## src/rtl/bound_relu_sched.sv

```systemverilog
// bound_relu_sched: layer scheduler wrapped around a bound-ReLU datapath that has a
// fixed latency. It accepts i_num_pix accumulator+bias triples and drives them into
// the datapath. A valid shift register follows each triple through the datapath, and
// a small FIFO holds the results, so downstream back-pressure never drops a beat.
// Optional feature: define BRC_PERF_CNT_EN to add the o_stall_cnt port and its counter.

module bound_relu_sched #(
  parameter int D_BW       = 8,
  parameter int AB_BW      = 21,
  parameter int CNT_BW     = 16,
  parameter int PIPE_LAT   = 2,
  parameter int FIFO_DEPTH = 4
) (
  input  logic                    clk,
  input  logic                    rst_n,
  input  logic                    i_start,
  input  logic [1:0]              i_bound_sel_cfg,
  input  logic [CNT_BW-1:0]       i_num_pix,
  input  logic                    i_valid,
  output logic                    o_ready,
  input  logic signed [AB_BW-1:0] i_acc_bias0,
  input  logic signed [AB_BW-1:0] i_acc_bias1,
  input  logic signed [AB_BW-1:0] i_acc_bias2,
  output logic                    o_bound_en,
  output logic [1:0]              o_bound_sel,
  output logic signed [AB_BW-1:0] o_acc_bias0,
  output logic signed [AB_BW-1:0] o_acc_bias1,
  output logic signed [AB_BW-1:0] o_acc_bias2,
  input  logic signed [D_BW-1:0]  i_act_data0,
  input  logic signed [D_BW-1:0]  i_act_data1,
  input  logic signed [D_BW-1:0]  i_act_data2,
  output logic                    o_valid,
  input  logic                    i_ready,
  output logic signed [D_BW-1:0]  o_act_data0,
  output logic signed [D_BW-1:0]  o_act_data1,
  output logic signed [D_BW-1:0]  o_act_data2,
`ifdef BRC_PERF_CNT_EN
  output logic [CNT_BW-1:0]       o_stall_cnt,
`endif
  output logic                    o_busy,
  output logic                    o_done
);

  localparam int PTR_W = (FIFO_DEPTH > 1) ? $clog2(FIFO_DEPTH) : 1;
  localparam int OCC_W = $clog2(FIFO_DEPTH + 1);
  localparam int SUM_W = $clog2(PIPE_LAT + FIFO_DEPTH + 2);

  typedef enum logic [1:0] {IDLE, RUN, DRAIN, DONE} state_t;

  state_t              state, next_state;
  logic [1:0]          sel_q;
  logic [CNT_BW-1:0]   num_pix_q;
  logic [CNT_BW-1:0]   accepted;
  logic [PIPE_LAT:0]   vsr;
  logic [3*D_BW-1:0]   mem [FIFO_DEPTH];
  logic [PTR_W-1:0]    wr_ptr, rd_ptr;
  logic [OCC_W-1:0]    occ;
  logic [SUM_W-1:0]    load;
  logic                start_ok, xfer, last_xfer, push, pop, room;

  assign start_ok  = (state == IDLE) && i_start;
  assign o_ready   = (state == RUN) && room;
  assign xfer      = i_valid && o_ready;
  assign last_xfer = (accepted + CNT_BW'(1)) == num_pix_q;
  assign push      = vsr[PIPE_LAT];
  assign o_valid   = (occ != '0);
  assign pop       = o_valid && i_ready;

  // Beats in the datapath plus beats in the FIFO. Every one of them needs a FIFO slot.
  always_comb begin
    load = SUM_W'(occ);
    for (int k = 0; k <= PIPE_LAT; k++) load = load + SUM_W'(vsr[k]);
    room = load < SUM_W'(FIFO_DEPTH);
  end

  // State register and layer configuration latched when a start is accepted.
  always_ff @(posedge clk or negedge rst_n) begin
    // NOTE: sequential state uses non-blocking assignments so that every flop samples pre-edge values.
    if (!rst_n) begin
      state     <= IDLE;
      sel_q     <= 2'b00;
      num_pix_q <= '0;
      accepted  <= '0;
    end else begin
      state <= next_state;
      if (start_ok) begin
        sel_q     <= i_bound_sel_cfg;
        num_pix_q <= i_num_pix;
        accepted  <= '0;
      end else if (xfer) begin
        accepted <= accepted + CNT_BW'(1);
      end
    end
  end

  // Next-state logic and the outputs decoded from the state.
  always_comb begin
    // NOTE: every signal gets a default before the case, so no path can infer a latch.
    next_state  = state;
    o_busy      = 1'b0;
    o_bound_en  = 1'b0;
    o_bound_sel = 2'b00;
    o_done      = 1'b0;
    case (state)
      IDLE:  if (i_start) next_state = (i_num_pix == '0) ? DONE : RUN;
      RUN: begin
        o_busy      = 1'b1;
        o_bound_en  = 1'b1;
        o_bound_sel = sel_q;
        if (xfer && last_xfer) next_state = DRAIN;
      end
      DRAIN: begin
        o_busy      = 1'b1;
        o_bound_en  = 1'b1;
        o_bound_sel = sel_q;
        if ((vsr == '0) && (occ == '0)) next_state = DONE;
      end
      DONE: begin
        o_done     = 1'b1;
        next_state = IDLE;
      end
      default: next_state = IDLE;
    endcase
  end

  // Hold the triple from the last transfer for the datapath, and track that transfer through its latency.
  always_ff @(posedge clk or negedge rst_n) begin
    if (!rst_n) begin
      o_acc_bias0 <= '0;
      o_acc_bias1 <= '0;
      o_acc_bias2 <= '0;
      vsr         <= '0;
    end else begin
      vsr <= (vsr << 1) | (PIPE_LAT + 1)'(xfer);
      if (xfer) begin
        o_acc_bias0 <= i_acc_bias0;
        o_acc_bias1 <= i_acc_bias1;
        o_acc_bias2 <= i_acc_bias2;
      end
    end
  end

  // FIFO storage. Entries are only ever read after they have been written.
  always_ff @(posedge clk) begin
    // NOTE: the memory array has no reset; occupancy gates every read, so stale contents never escape.
    if (push) mem[wr_ptr] <= {i_act_data2, i_act_data1, i_act_data0};
  end

  // FIFO pointers and occupancy. A push and a pop in the same cycle leave occupancy unchanged.
  always_ff @(posedge clk or negedge rst_n) begin
    if (!rst_n) begin
      wr_ptr <= '0;
      rd_ptr <= '0;
      occ    <= '0;
    end else begin
      if (push) wr_ptr <= (wr_ptr == PTR_W'(FIFO_DEPTH - 1)) ? '0 : wr_ptr + PTR_W'(1);
      if (pop)  rd_ptr <= (rd_ptr == PTR_W'(FIFO_DEPTH - 1)) ? '0 : rd_ptr + PTR_W'(1);
      case ({push, pop})
        2'b10:   occ <= occ + OCC_W'(1);
        2'b01:   occ <= occ - OCC_W'(1);
        default: occ <= occ;
      endcase
    end
  end

  assign {o_act_data2, o_act_data1, o_act_data0} = o_valid ? mem[rd_ptr] : '0;

`ifdef BRC_PERF_CNT_EN
  logic stall;
  assign stall = o_busy && ((i_valid && !o_ready) || (o_valid && !i_ready));

  // Saturating count of cycles stalled on either side. It restarts with each accepted layer.
  always_ff @(posedge clk or negedge rst_n) begin
    if (!rst_n)                         o_stall_cnt <= '0;
    else if (start_ok)                  o_stall_cnt <= '0;
    else if (stall && (o_stall_cnt != '1)) o_stall_cnt <= o_stall_cnt + CNT_BW'(1);
  end
`endif

endmodule
```

## config.mk

```make
export PLATFORM = sky130hd
export DESIGN_NAME = bound_relu_sched
export DESIGN_NICKNAME = d
export VERILOG_FILES = /design/src/rtl/bound_relu_sched.sv
export SDC_FILE = /design/constraint.sdc
export NUM_CORES = 1
export LEC_CHECK = 0
export CORE_MARGIN = 1.5
export CORE_UTILIZATION = 52
export CTS_BUF_LIST = sky130_fd_sc_hd__clkbuf_4
export DETAILED_ROUTE_END_ITERATION = 8
export PLACE_DENSITY = 0.86
export SLEW_MARGIN = 20
export SYNTH_ARGS = -nofsm -noshare
export SYNTH_HDL_FRONTEND = slang
export SYNTH_SLANG_ARGS = --single-unit
export TNS_END_PERCENT = 30
```

## constraint.sdc

```tcl
create_clock -name clk -period 3 [get_ports clk]
set_clock_uncertainty 0.15 [all_clocks]
set_input_delay 0.6 -clock clk [delete_from_list [all_inputs] [get_ports clk]]
set_output_delay 0.6 -clock clk [all_outputs]
set_load 0.005 [all_outputs]
```

==> flow_summary.toml, run 1 <==
[status]
status = "finished with violations"
violations = "setup timing"

[floorplan]
die_area_sq_um = 17500
chipHeight_um = 132
std_cell_rows = 47
initial_core_util = 0.527
core_area_sq_um = 16500
io_pins = 204
fp.dieW_um = 132

[synthesis]
yosys-mux-area-fraction = 0.0684
yosysSeqAreaShare = 0.647
synth_most_common_cell = "nand2_1"
synth-compound-area-share = 0.0247
syn_area_sq_um = 8670
synth_top_family_by_area = "simple AND/OR/NAND/NOR gates"
ys_async_sr_fraction = 0.532
synth_edf_count = 96
synth_xor_area_frac = 0.0363
syn_inst = 720
ys_top_cells_by_count = "nand2_1 (250), dfrtp_1 (109), edfxtp_1 (96)"
synth_top_area_share = 0.332
synthAdderAreaFrac = 0.0248
synth_simple_gate_area_frac = 0.175
synthTopCellsByArea = "edfxtp_1 (33%), dfrtp_1 (31%), nand2_1 (11%), mux4_2 (6.2%), and2_1 (2.4%)"
synth_top_cell_by_area = "edfxtp_1"
postSynth.topFlopCell = "dfrtp_1"
synth_nets = 846
synth_seq_cells = 205
postSynthAreaPerCell_sq_um = 12.0
synth_cell_types = 43
yosys_warnings = 0

[clocking]
numCtsBuffers = 52
clock_latency_ns = 0.64
clkTransAtPathRegs_ns = 0.06
htree_levels = 2
root_buffer = "clkbuf_4"
cts_tree = "done"
clock-sinks = 205
cts_buffer_depth = 3

[timing]
final.min_clock_period_ns = 3.04
fin_crit_sh = 1.01
fmax_ghz = 0.329
setup_viol = 2
timing.final.ws_setup_ns = -0.0390
finalSetupTns_ns = -0.0520
max-slew-margin-rel = 0.592
rsz0062_at_grt = "true"
worst_pin_slew_ns = 0.612
finalMaxSlewViolations = 0
holdWs_ns = 0.325
hold_viol = 0

[pwr]
intPower_w = 0.00753
p_leak_nw = 5.17
p_per_area_nw_per_um2 = 905
p_sw_frac = 0.316
ir_drop_mv = 0.595
p_sw_w = 0.00348
p_seq_frac = 0.372
p_clk_frac = 0.208
p_comb_frac = 0.420
total_power_w = 0.0110

[worst_setup_path]
rr_worst_depth = 10
critPathKind = "flop to primary output"
crit_family = "adder cells"
r2r-start = "vsr[0]"
startpoint_type = "flop"
required_ns = 2.25
path_cells = "fa_2 -> ha_4 -> a31oi_4 -> xor2_2 -> and2_4 -> buf_6"
r2r_end = "accepted[14]"
reg2reg_slack_ns = 0.17
cp_slowest_cell = "fa_2"
critPathMaxFanout = 2
worst-path-buf-inv = 1
max_stage_delay_ns = 0.42
arrival_ns = 2.29
end_kind = "primary output"

[final_layout]
area_growth_pct = 40.2
drive_gt1_frac = 0.183
fill_cells = 1089
fin_nets = 1110
postLayoutCoreUtil = 0.739
antenna_cells = 0

[detailed_routing]
drtIter0Drc = 351
first_pass_iters = 5
wl_mm = 20.4
viasPerCell = 5.06
num_vias = 6300
drcViolationCount = 0
drt-wirelength-per-cell_um = 16.4
drtAntennaViolNets = 0

[job]
drv_cap = 0

[hold_path]
whs_path_depth = 2
min_from = "o_acc_bias1[19]"
holdPathEnd = "o_acc_bias1[19]"
hold_class = "flop to flop"

[global_routing]
grt_max_degree = 64
grt_pass1_wl_mm = 33.2
grt.overflow.total = 0
antenna_found_initial = 0
grtUsageTotal = 0.242
grt_pass1_vias = 6587

[place]
port_buffers = 203
post-place-ws_ns = 0.0851
routabilityCongestion = 0.774
dp_hpwl_mm = 12.3
[metal layers]
layer	GRT usage	vias up	wire length, um
met3	0.0646	38	1450
met5	0	-	0
met1	0.303	3037	8110
li1	-	2990	-
met2	0.407	235	10300
met4	0.0858	0	456
[power groups by stage]
stage               Clock, W  Combinational (W)  Sequential [W]
floorplan                  0            0.00201         0.00407
global placement           0            0.00400         0.00408
detailed placement         0            0.00411         0.00411
CTS                  0.00236            0.00470         0.00409
global route         0.00252            0.00502         0.00418
finish               0.00230            0.00462         0.00410
[cells by family after synthesis]
group | Yosys count
xor+xnor | 36
compound gates | 30
mux | 29
buf+inv | 54
flops | 205
fa+ha+maj | 16
simple gates | 350
[area by class of cell]
| type | count | area (sq um) | share of cell area |
|---|---|---|---|
| Clock buffer | 79 | 593 | 0.0488 |
| Tap cell | 220 | 275 | 0.0226 |
| Clock inverter | 15 | 62.6 | 0.00514 |
| Inverter | 16 | 65.1 | 0.00535 |
| Sequential cell | 205 | 5610 | 0.461 |
| Timing Repair Buffer | 248 | 2570 | 0.211 |
| Multi-Input combinational cell | 461 | 2990 | 0.245 |
[stage by stage]
stage	instance area [sq um]	cells
after CTS	12200	1241
after floorplan	8670	720
after global placement	11000	1119
final	12200	1244
after detailed placement	11000	1119
after global routing	12200	1244
[sequential cells by signal (all words and copies together), names as in the netlist]
signal	flops
mem	96
occ	3
o_acc_bias1	21
rd_ptr	2
wr_ptr	2
num_pix_q	16
state	2
o_acc_bias0	21
sel_q	2
accepted	16
vsr	3
o_acc_bias2	21
[how the worst max path moves through the flow]
stage	from	end	slack [ns]	cells past startpoint
final	vsr[0]	o_ready	-0.04	6
after global routing	vsr[0]	o_ready	-0.16	6
after CTS	rd_ptr[0]	o_act_data1[2]	-0.16	6
after detailed placement	vsr[0]	o_ready	0.09	6
after global placement	vsr[0]	o_ready	0.1	6
after floorplan	rd_ptr[0]	o_act_data0[5]	0.25	4
[worst min-delay path, delay by kind of cell, from the launching register on]
family,cells,cell delay (ns)
simple gates,2,0.10
flops,1,0.34
[cell usage in the layout, fill, tap and decap left out, drive strengths merged, types with 2 or more instances in the layout]
cell / n
nand4: 8
ha: 14
o21ai: 13
mux4: 24
edfxtp: 96
nand3: 11
o211ai: 2
or3: 8
dlygate4sd2: 12
mux2i: 3
fa: 2
and2: 33
clkbuf: 81
dfrtp: 109
xor2: 15
nor3: 6
buf: 45
o31ai: 2
inv: 16
mux2: 2
bufbuf: 2
a21oi: 7
clkdlybuf4s15: 9
nor4: 5
nor2b: 5
or2: 2
xnor2: 21
clkdlybuf4s50: 177
clkinv: 14
nand2: 251
nor2: 17
[timing repair]
item / CTS / global route
hold buffers: 1 / 0
buffers inserted: 24 / 11
resized for setup: 83 / 13
endpoints found under the setup margin: 25 / 104
cloned: 6 / 0
hold endpoints to repair: 46 / 0
pin swaps: 14 / 9
Power figures use the tool's default switching activity.
==> run 2, diff against run 1 <==
--- a/config.mk
+++ b/config.mk
@@ -6,10 +6,10 @@
 export NUM_CORES = 1
 export LEC_CHECK = 0
 export CORE_MARGIN = 1.5
-export CORE_UTILIZATION = 52
+export CORE_UTILIZATION = 42
 export CTS_BUF_LIST = sky130_fd_sc_hd__clkbuf_4
 export DETAILED_ROUTE_END_ITERATION = 8
-export PLACE_DENSITY = 0.86
+export PLACE_DENSITY = 0.72
 export SLEW_MARGIN = 20
 export SYNTH_ARGS = -nofsm -noshare
 export SYNTH_HDL_FRONTEND = slang
==> run 2 against run 1 <==
Against the previous run:
- the flow still finishes with violations (setup timing)
- sequential power barely moved
- sequential share of layout area rose by 0.55 points
- register-to-register slack improved by 0.05 ns
- die area rose by 23%
- clock power rose by 6%
- fmax rose by 0.17%
- critical path depth did not move
- core utilization fell by 14 points
- combinational power fell by 4.8%
- global-route usage fell by 5.5 points
- critical endpoint unchanged
==> flow_summary.toml, run 2 (synthesized netlist as in run 1, its figures left out) <==
[pwr]
p_per_area_nw_per_um2 = 909
p_sw_frac = 0.309
p_sw_w = 0.00338
p_comb_frac = 0.403
p_clk_frac = 0.224
ir_drop_mv = 0.509
total_power_w = 0.0109
intPower_w = 0.00755
p_seq_frac = 0.374
p_leak_nw = 5.09

[worst_setup_path]
end_kind = "primary output"
arrival_ns = 2.28
critPathMaxFanout = 2
required_ns = 2.25
startpoint_type = "flop"
r2r_end = "accepted[3]"
r2r-start = "vsr[0]"
reg2reg_slack_ns = 0.22
critPathKind = "flop to primary output"
rr_worst_depth = 9

[timing]
max-slew-margin-rel = 0.630
timing.final.ws_setup_ns = -0.0338
final.min_clock_period_ns = 3.03
hold_viol = 0
fin_crit_sh = 1.01
finalSetupTns_ns = -0.0338
worst_pin_slew_ns = 0.553
fmax_ghz = 0.330
finalMaxSlewViolations = 0
rsz0062_at_grt = "true"
setup_viol = 1

[final_layout]
final_cell_mix = "nand2_1 (250), clkdlybuf4s50_1 (176), dfrtp_1 (108)"
layoutNonFillerInstCount = 1287
antenna_cells = 0
top_register = "mem"
largest_reg_flops = 96
area_growth_pct = 38.6
fin_nets = 1099
drive_gt1_frac = 0.191
postLayoutCoreUtil = 0.594
layout_commonest_cell = "nand2_1"

[floorplan]
initial_core_util = 0.429
io_pins = 204
core_area_sq_um = 20200
fp.dieW_um = 147
std_cell_rows = 52
die_area_sq_um = 21500
chipHeight_um = 147

[detailed_routing]
drtIter0Drc = 306
wl_mm = 19.4
drtAntennaViolNets = 0
first_pass_iters = 5
drt-wirelength-per-cell_um = 15.1
drcViolationCount = 0
viasPerCell = 4.72
num_vias = 6076

[global_routing]
grt_max_degree = 70
antenna_found_initial = 0
grt_pass1_wl_mm = 31.9
grt.overflow.total = 0
grtUsageTotal = 0.186
grt_pass1_vias = 6436

[clocking]
cts_buffer_depth = 3
root_buffer = "clkbuf_4"
clock-sinks = 205
clock_latency_ns = 0.67
clkTransAtPathRegs_ns = 0.07
cts_tree = "done"
htree_levels = 2
numCtsBuffers = 53

[place]
routabilityCongestion = 0.774
dp_hpwl_mm = 12.6
place_inst = 1172
post-place-ws_ns = 0.0769
port_buffers = 203

[job]
drv_cap = 0

[status]
violations = "setup timing"
status = "finished with violations"

[hold_path]
hold_class = "primary input to async pin"
## run 2: cell count changes in the layout (fill, tap and decap cells not counted), moves of 3 or more
cell / previous run / this run
buf_6: 6 / 13
dlygate4sd2_1: 12 / 1
and2_1: 24 / 18
buf_2: 1 / 5
and2_4: 9 / 15
buf_12: 9 / 6
clkbuf_4: 79 / 82
buf_4: 26 / 16
clkbuf_2: 2 / 9
## run 2: critical path: stages (launching register included)
cell,delay (ns)
dfrtp_1,0.41
fa_2,0.41
ha_4,0.23
a31oi_4,0.17
xor2_2,0.16
and2_1,0.13
buf_2,0.10
## run 2: what timing repair did
item                                   in CTS  in global routing
cloned                                      2                  0
endpoints found under the hold margin      35                  0
buffers inserted                           14                  1
gates resized for setup                    99                 24
hold buffers                                1                  0
setup endpoints to repair                  26                 29
pin swaps                                  21                  3
## run 2: how the worst max path moves through the flow
| stage | start | endpoint | cells past startpoint |
|---|---|---|---|
| after floorplan | rd_ptr[0] | o_act_data0[5] | 4 |
| final | vsr[0] | o_ready | 6 |
| after CTS | occ[0] | o_ready | 6 |
| after detailed placement | vsr[0] | o_ready | 6 |
| after global routing | vsr[0] | o_ready | 6 |
| after global placement | vsr[0] | o_ready | 6 |
## run 2: power groups by stage
| stage | sequential, W | clock, W | combinational [W] |
|---|---|---|---|
| finish | 0.00408 | 0.00244 | 0.00440 |
| global route | 0.00417 | 0.00267 | 0.00485 |
| CTS | 0.00408 | 0.00253 | 0.00444 |
| detailed placement | 0.00412 | 0 | 0.00412 |
| global placement | 0.00410 | 0 | 0.00406 |
| floorplan | 0.00407 | 0 | 0.00201 |
## run 2: layout make-up
class | instances | area [sq um]
clock buffer | 82 | 616
timing repair buffer | 236 | 2350
tap | 270 | 338
multi-input combinational | 461 | 2950
clock inverter | 17 | 95.1
fill | 1691 | 8210
sequential | 205 | 5610
inverter | 16 | 60.1
## run 2: metal layers
layer	vias up	routed length [um]	GRT usage
met5	-	0	0
met4	0	507	0.0803
met3	39	1530	0.0497
met2	223	9050	0.298
met1	2842	8350	0.240
li1	2972	-	-
## run 2: stage by stage
stage	hold WS, ns	cell area [sq um]
finish	0.297	12000
global route	0.291	12000
CTS	0.277	12000
detailed placement	0.278	11100
global placement	0.263	11100
floorplan	0.154	8670
==> run 3, diff against run 2 <==
--- a/config.mk
+++ b/config.mk
@@ -5,9 +5,11 @@
 export SDC_FILE = /design/constraint.sdc
 export NUM_CORES = 1
 export LEC_CHECK = 0
+export CAP_MARGIN = 20
 export CORE_MARGIN = 1.5
 export CORE_UTILIZATION = 42
 export CTS_BUF_LIST = sky130_fd_sc_hd__clkbuf_4
+export CTS_CLUSTER_DIAMETER = 200
 export DETAILED_ROUTE_END_ITERATION = 8
 export PLACE_DENSITY = 0.72
 export SLEW_MARGIN = 20
==> results of run 3 <==
Same layout as run 2: the final DEF is identical, and so are final timing and power.
